--- src/rtl/key_accumulator.sv ---
// Debounced pushbutton accumulator: KEY[1] adds SW to a running sum, KEY[2] clears it.
// Define KEY_ACCUMULATOR_SATURATE_EN to saturate on overflow instead of wrapping.
module key_accumulator #(
   parameter int DATA_W   = 8,
   parameter int ACC_W    = 9,
   parameter int DEBOUNCE = 500000
) (
   input  logic       CLOCK_50,
   input  logic       reset,
   input  logic [3:0] KEY,
   input  logic [9:0] SW,
   output logic [9:0] LEDR
);

   localparam int              CNT_W    = $clog2(DEBOUNCE + 1);
   localparam logic [CNT_W-1:0] CNT_LAST = CNT_W'(DEBOUNCE - 1);

   typedef enum logic [1:0] {
      ST_UP,
      ST_DN_CNT,
      ST_DOWN,
      ST_UP_CNT
   } db_state_e;

   // Bit 0 tracks the add key (KEY[1]), bit 1 the clear key (KEY[2]).
   logic [1:0]        key_meta_q, key_sync_q;
   logic [DATA_W-1:0] sw_meta_q, sw_sync_q;

   logic unused_inputs;
   assign unused_inputs = ^{KEY[3], KEY[0], SW};

   // NOTE: clocked state uses non-blocking (<=) so every flop samples pre-edge values.
   always_ff @(posedge CLOCK_50 or posedge reset) begin
      if (reset) begin
         key_meta_q <= 2'b11;
         key_sync_q <= 2'b11;
         sw_meta_q  <= '0;
         sw_sync_q  <= '0;
      end else begin
         key_meta_q <= {KEY[2], KEY[1]};
         key_sync_q <= key_meta_q;
         sw_meta_q  <= SW[DATA_W-1:0];
         sw_sync_q  <= sw_meta_q;
      end
   end

   logic [1:0] press;

   for (genvar g = 0; g < 2; g++) begin : g_db
      db_state_e        state_q, state_d;
      logic [CNT_W-1:0] cnt_q, cnt_d;
      logic             press_q, press_d;
      logic             key_low;

      assign key_low  = ~key_sync_q[g];
      assign press[g] = press_q;

      always_ff @(posedge CLOCK_50 or posedge reset) begin
         if (reset) begin
            state_q <= ST_UP;
            cnt_q   <= '0;
            press_q <= 1'b0;
         end else begin
            state_q <= state_d;
            cnt_q   <= cnt_d;
            press_q <= press_d;
         end
      end

      // NOTE: defaults first so no path through the case leaves a signal unassigned (no latch).
      always_comb begin
         state_d = state_q;
         cnt_d   = cnt_q;
         press_d = 1'b0;
         unique case (state_q)
            ST_UP: begin
               if (key_low) begin
                  state_d = ST_DN_CNT;
                  cnt_d   = CNT_W'(1);
               end
            end
            ST_DN_CNT: begin
               if (!key_low) begin
                  state_d = ST_UP;
                  cnt_d   = '0;
               end else if (cnt_q == CNT_LAST) begin
                  state_d = ST_DOWN;
                  cnt_d   = '0;
                  press_d = 1'b1;
               end else begin
                  cnt_d = cnt_q + 1'b1;
               end
            end
            ST_DOWN: begin
               if (!key_low) begin
                  state_d = ST_UP_CNT;
                  cnt_d   = CNT_W'(1);
               end
            end
            ST_UP_CNT: begin
               if (key_low) begin
                  state_d = ST_DOWN;
                  cnt_d   = '0;
               end else if (cnt_q == CNT_LAST) begin
                  state_d = ST_UP;
                  cnt_d   = '0;
               end else begin
                  cnt_d = cnt_q + 1'b1;
               end
            end
            default: begin
               state_d = ST_UP;
               cnt_d   = '0;
            end
         endcase
      end
   end

   // The pulse cycle's SW value is latched alongside the request; the sum updates one edge later.
   logic              add_q, clr_q;
   logic [DATA_W-1:0] op_q;
   logic [ACC_W-1:0]  sum_q, sum_d;
   logic              ovf_q, ovf_d;
   logic [ACC_W:0]    sum_ext;

   assign sum_ext = {1'b0, sum_q} + {{(ACC_W + 1 - DATA_W){1'b0}}, op_q};

   always_comb begin
      sum_d = sum_q;
      ovf_d = ovf_q;
      if (clr_q) begin
         sum_d = '0;
         ovf_d = 1'b0;
      end else if (add_q) begin
         sum_d = sum_ext[ACC_W-1:0];
         if (sum_ext[ACC_W]) begin
            ovf_d = 1'b1;
`ifdef KEY_ACCUMULATOR_SATURATE_EN
            sum_d = '1;
`else
            sum_d = sum_ext[ACC_W-1:0];
`endif
         end
      end
   end

   always_ff @(posedge CLOCK_50 or posedge reset) begin
      if (reset) begin
         add_q <= 1'b0;
         clr_q <= 1'b0;
         op_q  <= '0;
         sum_q <= '0;
         ovf_q <= 1'b0;
      end else begin
         add_q <= press[0];
         clr_q <= press[1];
         op_q  <= sw_sync_q;
         sum_q <= sum_d;
         ovf_q <= ovf_d;
      end
   end

   always_comb begin
      LEDR              = '0;
      LEDR[ACC_W-1:0]   = sum_q;
      LEDR[9]           = ovf_q;
   end

endmodule

--- config.mk ---
export PLATFORM = sky130hd
export DESIGN_NAME = key_accumulator
export DESIGN_NICKNAME = d
export VERILOG_FILES = /design/src/rtl/key_accumulator.sv
export SDC_FILE = /design/constraint.sdc
export NUM_CORES = 1
export LEC_CHECK = 0
export ABC_AREA = 1
export CAP_MARGIN = 15
export CELL_PAD_IN_SITES_DETAIL_PLACEMENT = 1
export CELL_PAD_IN_SITES_GLOBAL_PLACEMENT = 1
export CORE_MARGIN = 10
export CORE_UTILIZATION = 30
export DETAILED_ROUTE_END_ITERATION = 7
export MAX_ROUTING_LAYER = met4
export PLACE_DENSITY = 0.67
export SLEW_MARGIN = 15
export SYNTH_ARGS = -nofsm -noshare
export SYNTH_HDL_FRONTEND = slang
export SYNTH_SLANG_ARGS = --single-unit
--- constraint.sdc ---
create_clock -name CLOCK_50 -period 6.4 [get_ports CLOCK_50]
set_clock_uncertainty 0.1 [all_clocks]
set_input_delay 1.28 -clock CLOCK_50 [delete_from_list [all_inputs] [get_ports CLOCK_50]]
set_output_delay 1.28 -clock CLOCK_50 [all_outputs]
set_load 0.01 [all_outputs]
==> flow_metrics.tcl, run 1 <==
set metrics [dict create \
    synth-edff-count 0 \
    synthArstFlopShare_pct 100 \
    fin_cells 691 \
    area_growth_pct 17.5 \
    overflow 0 \
    netlist_area_um2 4100 \
    ctsLongestPathBuffers 2 \
    min_path_type "reg -> reg" \
    synth_common_cells "nand2_1, dfrtp_1, inv_1" \
    yosysMostFrequentCell "nand2_1" \
    hold_end "op_q[5]" \
    setup_violations 0 \
    cpLargestDelayFamily "buffers and inverters" \
    setup.worst_path.end_class "output pin" \
    crit_path_max_incr_delay_ps 590 \
    via_per_inst 4.69 \
    place.gp.congestion 0.800 \
    final_hold_viol_count 0 \
    insertion_delay_ps 360 \
    rsz0062_at_grt "no" \
    grtUsageMet2_pct 19.0 \
    maxCapViolations 0 \
    top_usage_layer "met2" \
    path_max_fanout 5 \
    clkTransAtPathRegs_ps 70 \
    synth.area.top_cells "dfrtp_1, nand2_1, inv_1, nand3_1, nor2_1" \
    multi_input_area_um2 1720 \
    dp.cells 675 \
    yosys.area.top_type "dfrtp_1" \
    nFillCells 1559 \
    min_period_over_period_pct 42.9 \
    drt_iter0_markers 125 \
    tightest_slew_ps 920 \
    whs_path_depth 0 \
    register_area_um2 2110 \
    final_max_slew_viol_count 0 \
    io_pins 26 \
    worstRegToRegCells 6 \
    clock.fmax_mhz 364 \
    crit_type "reg -> out" \
    holdWs_ps 248 \
    fin_ws_ps 3650 \
    die_w_um 137 \
    synth_cell_types 37 \
    cts_htree_levels 3 \
    antenna_left 0 \
    r2r_setup_slack_ps 3790 \
    clock_sinks 84 \
    synth_flop_cell "dfrtp_1" \
    diodes 0 \
    cts_resized 0 \
    grt_pass1_vias 3564 \
    rows 42 \
    total_power_uw 1350 \
    cp_slowest_cell "clkdlybuf4s50_1" \
    dp_hpwl_um 7010 \
    worstHoldStart "sw_sync_q[5]" \
    wire_per_inst_um 14.1 \
    period_minus_slack_ps 2750 \
    syn_nets 509 \
    layout.nets 537 \
    io_buffers 21 \
    clockRootBuffer "clkbuf_16" \
    die-area_um2 18700 \
    cts_tree "done" \
    synth_seq_cells 84 \
    required_ps 5020 \
    leakage_uw 0.00213 \
    path_buf_inv 1 \
    slew_headroom_pct 38.4 \
    r2r-end "g_db[0].cnt_q[0]" \
    hold_buffers 0 \
    ys_warn_count 0 \
    antenna_found_initial 0 \
    power_density_nw_per_um2 281 \
    grt_start_max_net_pins 85 \
    grt_use_met1_pct 13.8 \
    r2r-start "key_sync_q[0]" \
    pre_cts_slack_ps 3550 \
    vias 3244 \
    cp_cell_sequence "clkdlybuf4s50_1" \
    wl_um 9730 \
    gr-usage-met3_pct 3.52 \
    status "finished clean" \
    grt_pass1_wl_um 17100 \
    avgSynthCellArea_um2 8.50 \
    route.detailed.drc 0 \
    arrival_ps 1370 \
    start_util_pct 30.8 \
    synth-seq-area-share_pct 51.4 \
    syn_inst 482 \
    drive_gt1_share_pct 8.16 \
    coreArea_um2 13300 \
    tns_ps 0 \
    vdd_drop_max_v 0.000136 \
    grt_use_total_pct 11.9 \
    postCtsSetupBuffers 0 \
    fp.dieH_um 137 \
    synth_top_area_share_pct 48.8 \
    worstSetupStartpointType "register" \
    numCtsBuffers 9 \
    first_pass_iters 4 \
]
-- sequential cells by signal, indices dropped and copies added, names as in the netlist, named ones only --
signal / flops
g_db.cnt_q: 38
ovf_q: 1
add_q: 1
g_db.state_q: 2
key_sync_q: 2
op_q: 8
sum_q: 9
key_meta_q: 2
g_db.press_q: 2
sw_meta_q: 8
clr_q: 1
sw_sync_q: 8
-- worst max-delay path by stage --
stage	from	end	depth (start not counted)
2_1_floorplan	reset	asynchronous set/reset pin	1
3_3_place_gp	reset	op_q[1]	3
3_5_place_dp	reset	asynchronous set/reset pin	3
4_1_cts	sum_q[8]	LEDR[8]	1
5_1_grt	sum_q[8]	LEDR[8]	1
6_report	sum_q[8]	LEDR[8]	1
-- report_power, final --
| group | internal (µW) | total, µW | switching, µW | leakage, µW |
|---|---|---|---|---|
| logic | 54.2 | 203 | 149 | 0.000890 |
| clock network | 313 | 558 | 244 | 0.000152 |
| registers | 565 | 592 | 26.9 | 0.00109 |
-- metrics by stage --
stage,area (µm²),util [%]
2_1_floorplan,4100,-
3_3_place_gp,4500,33.8
3_5_place_dp,4500,33.8
4_1_cts,4810,36.2
5_1_grt,4820,36.2
6_report,4820,36.2
-- kinds of logic (layout without fill, tap and decap cells) --
logic type,count (synthesis),in the layout,synth area share [%]
buf+inv,68,101,6.72
fa+ha+maj,11,11,3.54
compound gates,67,67,9.16
flops,84,84,51.4
simple gates,236,236,25.8
xor+xnor,16,16,3.42
-- cell usage in the layout (no fill, tap or decap), types with 4 or more instances in the layout --
cell / n
nand2_1: 117
dfrtp_1: 80
inv_1: 59
nor2_1: 49
nand3_1: 37
o21ai_0: 28
clkdlybuf4s50_1: 21
a21oi_1: 16
xor2_1: 15
nand4_1: 12
o22ai_1: 12
ha_1: 10
clkbuf_16: 9
nand2_2: 5
o21ai_1: 5
nor3_1: 4
dfstp_2: 4
-- metal layers --
layer | wire length [µm] | up-vias
met5 | 0 | -
met4 | 157 | 0
met3 | 275 | 12
met2 | 4850 | 22
met1 | 4450 | 1601
li1 | - | 1609
-- final cells by class --
class / count / share of cell area, %
sequential: 84 / 43.7
tap: 176 / 4.57
clock inverter: 7 / 1.84
timing repair buffer: 22 / 4.60
inverter: 63 / 4.94
clock buffer: 9 / 4.68
multi-input combinational: 330 / 35.6
Power figures use the tool's default switching activity.
==> run 2, diff against run 1 <==
- clock period: 6.4 -> 2.7 ns (I/O delays scaled with it)
==> run 2 against run 1 <==
  * Cell area shrank 0.18%
  * First-iteration DRC count down 14%
  * Register-to-register slack worse by 3100 ps
  * Power is 130% higher
  * Setup slack got worse by 3000 ps
  * Non-clock buffer count up 3
  * Combinational power rose to 2.5 times the previous value
  * Sequential power grew 140%
  * Global-route usage is 0.60 points lower
  * Count of clock-buffer cells in the layout rose by 3
  * Critical path depth increased by 10
==> flow_metrics.tcl, run 2 (synthesized netlist as in run 1, its figures left out) <==
set metrics [dict create \
    mostFrequentLayoutCells "nand2_1, dfrtp_1, inv_1" \
    clkTransAtPathRegs_ps 60 \
    whs_path_depth 0 \
    ctsLongestPathBuffers 2 \
    pre_cts_slack_ps 668 \
    route.detailed.drc 0 \
    final_max_slew_viol_count 0 \
    crit_path_max_incr_delay_ps 410 \
    met1Wirelength_um 4550 \
    worstRegToRegCells 11 \
    largest_reg_flops 38 \
    dp.cells 678 \
    path_common_cell "nand2_1" \
    start_util_pct 30.8 \
    top_layer "met4" \
    clockRootBuffer "clkbuf_16" \
    r2r_setup_slack_ps 680 \
    leakage_uw 0.00212 \
    diodes 0 \
    nFillCells 1546 \
    max_flop_register "g_db.cnt_q" \
    fp.dieH_um 137 \
    clock_sinks 84 \
    cp_cell_sequence "ha_1 -> inv_1 -> fa_1 -> inv_1 -> nand3_1 -> nand2_1 -> nand2_1 -> a21oi_1 -> nand2_1 -> nand2_1 -> o21ai_0" \
    r2r-end "sum_q[6]" \
    cts_resized 0 \
    worstSetupStartpointType "register" \
    pwr-share-comb_pct 16.8 \
    tns_ps 0 \
    io_pins 26 \
    layout.nets 540 \
    min_period_over_period_pct 74.9 \
    vdd_drop_max_v 0.000283 \
    drt_iter0_markers 108 \
    r2r-start "sum_q[0]" \
    grt_pass1_vias 3550 \
    grt_use_total_pct 11.3 \
    cts_htree_levels 3 \
    tightest_slew_ps 548 \
    insertion_delay_ps 340 \
    dp_hpwl_um 6920 \
    antenna_found_initial 0 \
    power_density_nw_per_um2 634 \
    io_buffers 21 \
    rows 42 \
    crit_type "reg -> reg" \
    fin_ws_ps 678 \
    setup_violations 0 \
    antenna_left 0 \
    rsz0062_at_grt "no" \
    first_pass_iters 4 \
    maxCapViolations 0 \
    met3WireLength_um 275 \
    grt_pass1_wl_um 16700 \
    slew_headroom_pct 63.3 \
    p_sw_share_pct 29.9 \
    wl_um 9430 \
    hold_buffers 0 \
    status "finished clean" \
    mostFrequentLayoutCell "nand2_1" \
    cp_slowest_cell "fa_1" \
    hold_end "op_q[5]" \
    via_per_inst 4.61 \
    worstHoldStart "sw_sync_q[5]" \
    setup.worst_path.end_class "register" \
    coreArea_um2 13300 \
    p_int_uw 2140 \
    drive_gt1_share_pct 8.30 \
    largestRegisters "g_db.cnt_q (38), sum_q (9)" \
    clock.fmax_mhz 494 \
    wire_per_inst_um 13.6 \
    path_buf_inv 2 \
    p_clk_share_pct 37.2 \
    grt_start_max_net_pins 85 \
    p_switching_uw 911 \
    wl_met2_um 4520 \
    cts_tree "done" \
    die_w_um 137 \
    fin_util_pct 36.2 \
    period_minus_slack_ps 2020 \
    min_path_type "reg -> reg" \
    seqPwrFrac_pct 46.0 \
    numCtsBuffers 9 \
    required_ps 2820 \
    final_hold_viol_count 0 \
    place.gp.congestion 0.799 \
    area_growth_pct 17.3 \
    cpLargestDelayFamily "adder cells" \
    die-area_um2 18700 \
    arrival_ps 2140 \
    path_max_fanout 4 \
    fin_cells 694 \
    overflow 0 \
    postCtsSetupBuffers 0 \
    vias 3196 \
]
## run 2: cell types whose count changed in the layout (fill, tap and decap cells not counted)
cell,previous run,this run
buf_12,0,1
buf_4,0,3
buf_6,1,0
bufinv_16,1,0
clkbuf_1,0,2
clkbuf_8,0,1
clkinv_2,1,2
clkinvlp_4,1,3
inv_6,2,0
inv_8,3,0
## run 2: per-layer routing
layer  track usage [%]  up-vias
met5                 -        -
met2              18.2       23
met3              3.26        5
li1                  -     1618
met4              3.10        0
met1              13.5     1550
## run 2: how the worst max path moves through the flow
stage | startpoint | to | depth (start not counted)
after CTS | sum_q[0] | sum_q[6] | 11
final | sum_q[0] | sum_q[6] | 11
after global placement | sum_q[0] | sum_q[6] | 11
after global routing | sum_q[0] | sum_q[6] | 11
after detailed placement | sum_q[0] | sum_q[6] | 11
after floorplan | sum_q[0] | sum_q[6] | 11
## run 2: through the flow
| stage | area [µm²] | hold WS (ps) | power [µW] |
|---|---|---|---|
| after floorplan | 4100 | 231 | 1780 |
| after global placement | 4540 | 233 | 1920 |
| after detailed placement | 4540 | 236 | 1950 |
| after CTS | 4810 | 243 | 3110 |
| after global routing | 4810 | 255 | 3230 |
| final | 4810 | 240 | 3050 |
## run 2: power groups by stage
stage / clock, µW / sequential [µW] / combinational, µW
after global routing: 1240 / 1410 / 581
after floorplan: 0 / 1410 / 376
after global placement: 0 / 1420 / 499
after CTS: 1190 / 1400 / 525
after detailed placement: 0 / 1430 / 522
final: 1130 / 1400 / 511
## run 2: layout make-up
cell class	instances	area, µm²	area share, %
multi-input combinational	330	1720	35.7
inverter	63	240	5.00
timing repair buffer	25	253	5.26
clock buffer	12	246	5.13
sequential	84	2110	43.8
tap	176	220	4.58
clock inverter	4	25.0	0.520
==> run 3, diff against run 2 <==
- clock period: 2.7 -> 1.9 ns (I/O delays scaled with it)
==> run 3 against run 2 <==
  * Clock power is 61% higher
  * Sequential cell count unchanged
  * Sequential share of layout area decreased by 1.7 points
  * Sequential power increased by 41%
  * First-iteration DRC count is 21% lower
  * Hold slack better by 6.8 ps
==> flow_metrics.tcl, run 3 (synthesized netlist as in run 1, its figures left out) <==
set metrics [dict create \
    ctsLongestPathBuffers 2 \
    crit_path_start "sum_q[0]" \
    arrival_ps 1350 \
    max_flop_register "g_db.cnt_q" \
    cts_htree_levels 3 \
    insertion_delay_ps 350 \
    p_clk_share_pct 39.1 \
    antenna_left 0 \
    crit_type "reg -> out" \
    final_area_um2 5000 \
    seqPwrFrac_pct 42.7 \
    r2r-start "op_q[0]" \
    tightest_slew_ps 580 \
    drive_gt1_share_pct 13.2 \
    placed_cell_area_um2 4650 \
    die_w_um 137 \
    maxCapViolations 0 \
    fin_ws_ps 70.5 \
    vias 3314 \
    cpLargestDelayFamily "buffers and inverters" \
    clock_sinks 84 \
    fp.dieH_um 137 \
    p_sw_share_pct 30.2 \
    clkTransAtPathRegs_ps 60 \
    overflow 0 \
    die-area_um2 18700 \
    p_switching_uw 1400 \
    via_per_inst 4.68 \
    dp.cells 690 \
    coreArea_um2 13300 \
    mostFrequentLayoutCell "nand2_1" \
    place.gp.congestion 0.847 \
    route.detailed.drc 0 \
    grt_pass1_wl_um 17400 \
    fin_util_pct 37.6 \
    rows 42 \
    antenna_found_initial 0 \
    r2r_setup_slack_ps 90 \
    crit_path_max_incr_delay_ps 530 \
    crit_cells 2 \
    p_int_uw 3240 \
    status "finished clean" \
    crit_end "LEDR[0]" \
    min_path_type "reg -> reg" \
    largestRegisters "g_db.cnt_q (38), sum_q (9)" \
    cts_tree "done" \
    cp_slowest_cell "clkdlybuf4s50_1" \
    setup_violations 0 \
    clock.fmax_mhz 547 \
    worstSetupStartpointType "register" \
    setup.worst_path.end_class "output pin" \
    layout.nets 554 \
    numCtsBuffers 9 \
    period_minus_slack_ps 1830 \
    cp_cell_sequence "buf_4 -> clkdlybuf4s50_1" \
    pre_cts_slack_ps -35.0 \
    drt_iter0_markers 85 \
    wire_per_inst_um 14.1 \
    diodes 0 \
    grt_start_max_net_pins 25 \
    largest_reg_flops 38 \
    path_buf_inv 2 \
    worstHoldStart "sw_sync_q[1]" \
    worstRegToRegCells 11 \
    min_period_over_period_pct 96.3 \
    slew_headroom_pct 61.2 \
    final_hold_viol_count 0 \
    required_ps 1420 \
    leakage_uw 0.00221 \
    wl_um 9960 \
    first_pass_iters 4 \
    fin_cells 708 \
    pwr-share-comb_pct 18.1 \
    path_max_fanout 2 \
    start_util_pct 30.8 \
    dp_hpwl_um 7570 \
    grt_pass1_vias 3695 \
    vdd_drop_max_v 0.000415 \
    power_density_nw_per_um2 927 \
    area_growth_pct 22.0 \
    r2r-end "sum_q[6]" \
    final_max_slew_viol_count 0 \
    io_buffers 21 \
    mostFrequentLayoutCells "nand2_1, dfrtp_1, inv_1" \
    io_pins 26 \
    grt_use_total_pct 11.8 \
    clockRootBuffer "clkbuf_16" \
]
==> run 3: timing repair <==
item | 4_1_cts | 5_1_grt
resized for setup | 2 | 10
setup endpoints to repair | 1 | 7
hold buffers | 0 | 0
pin swaps | 0 | 5
buffers inserted | 0 | 2
==> run 3: metrics by stage <==
stage,power [µW],TNS (ps),hold WS [ps]
after global routing,4910,-40.0,254
after floorplan,2540,0,231
final,4640,0,247
after CTS,4730,0,250
after detailed placement,2870,-35.0,236
after global placement,2830,0,235
==> run 3: worst reg2reg max path: cells and delay by family (launching register included) <==
kind	cells	cell delay [ps]
AOI/OAI and AO/OA	2	210
adders and majority gates	2	570
buffers and inverters	2	90
DFF	1	360
and+or+nand+nor	5	360
==> run 3: metal layers <==
layer  global-route usage (%)  routed length, µm  up-vias
li1                         -                  -     1647
met1                     13.6               4630     1631
met2                     19.6               4940       27
met3                     2.68                248        9
met4                     4.33                138        0
met5                        -                  0        -
==> run 3: how the worst min path moves through the flow <==
stage | cells after the start | end | slack, ps
detailed placement | 0 | op_q[1] | 240
CTS | 0 | op_q[5] | 250
finish | 0 | op_q[1] | 250
floorplan | 0 | add_q | 230
global route | 0 | op_q[1] | 250
global placement | 0 | sw_sync_q[1] | 240
==> run 3: final cells by class <==
type / count / area [µm²]
clock buffer: 9 / 225
clock inverter: 7 / 81.3
fill: 1576 / 8290
inverter: 63 / 244
multi-input combinational: 330 / 1740
sequential: 84 / 2110
tap: 176 / 220
timing repair buffer: 39 / 383
==> run 3: power groups by stage <==
| stage | registers (µW) | logic (µW) | clock network (µW) |
|---|---|---|---|
| after floorplan | 2000 | 534 | 0 |
| after CTS | 1980 | 856 | 1890 |
| final | 1980 | 840 | 1820 |
| after global placement | 2010 | 815 | 0 |
| after global routing | 2000 | 958 | 1960 |
| after detailed placement | 2020 | 851 | 0 |
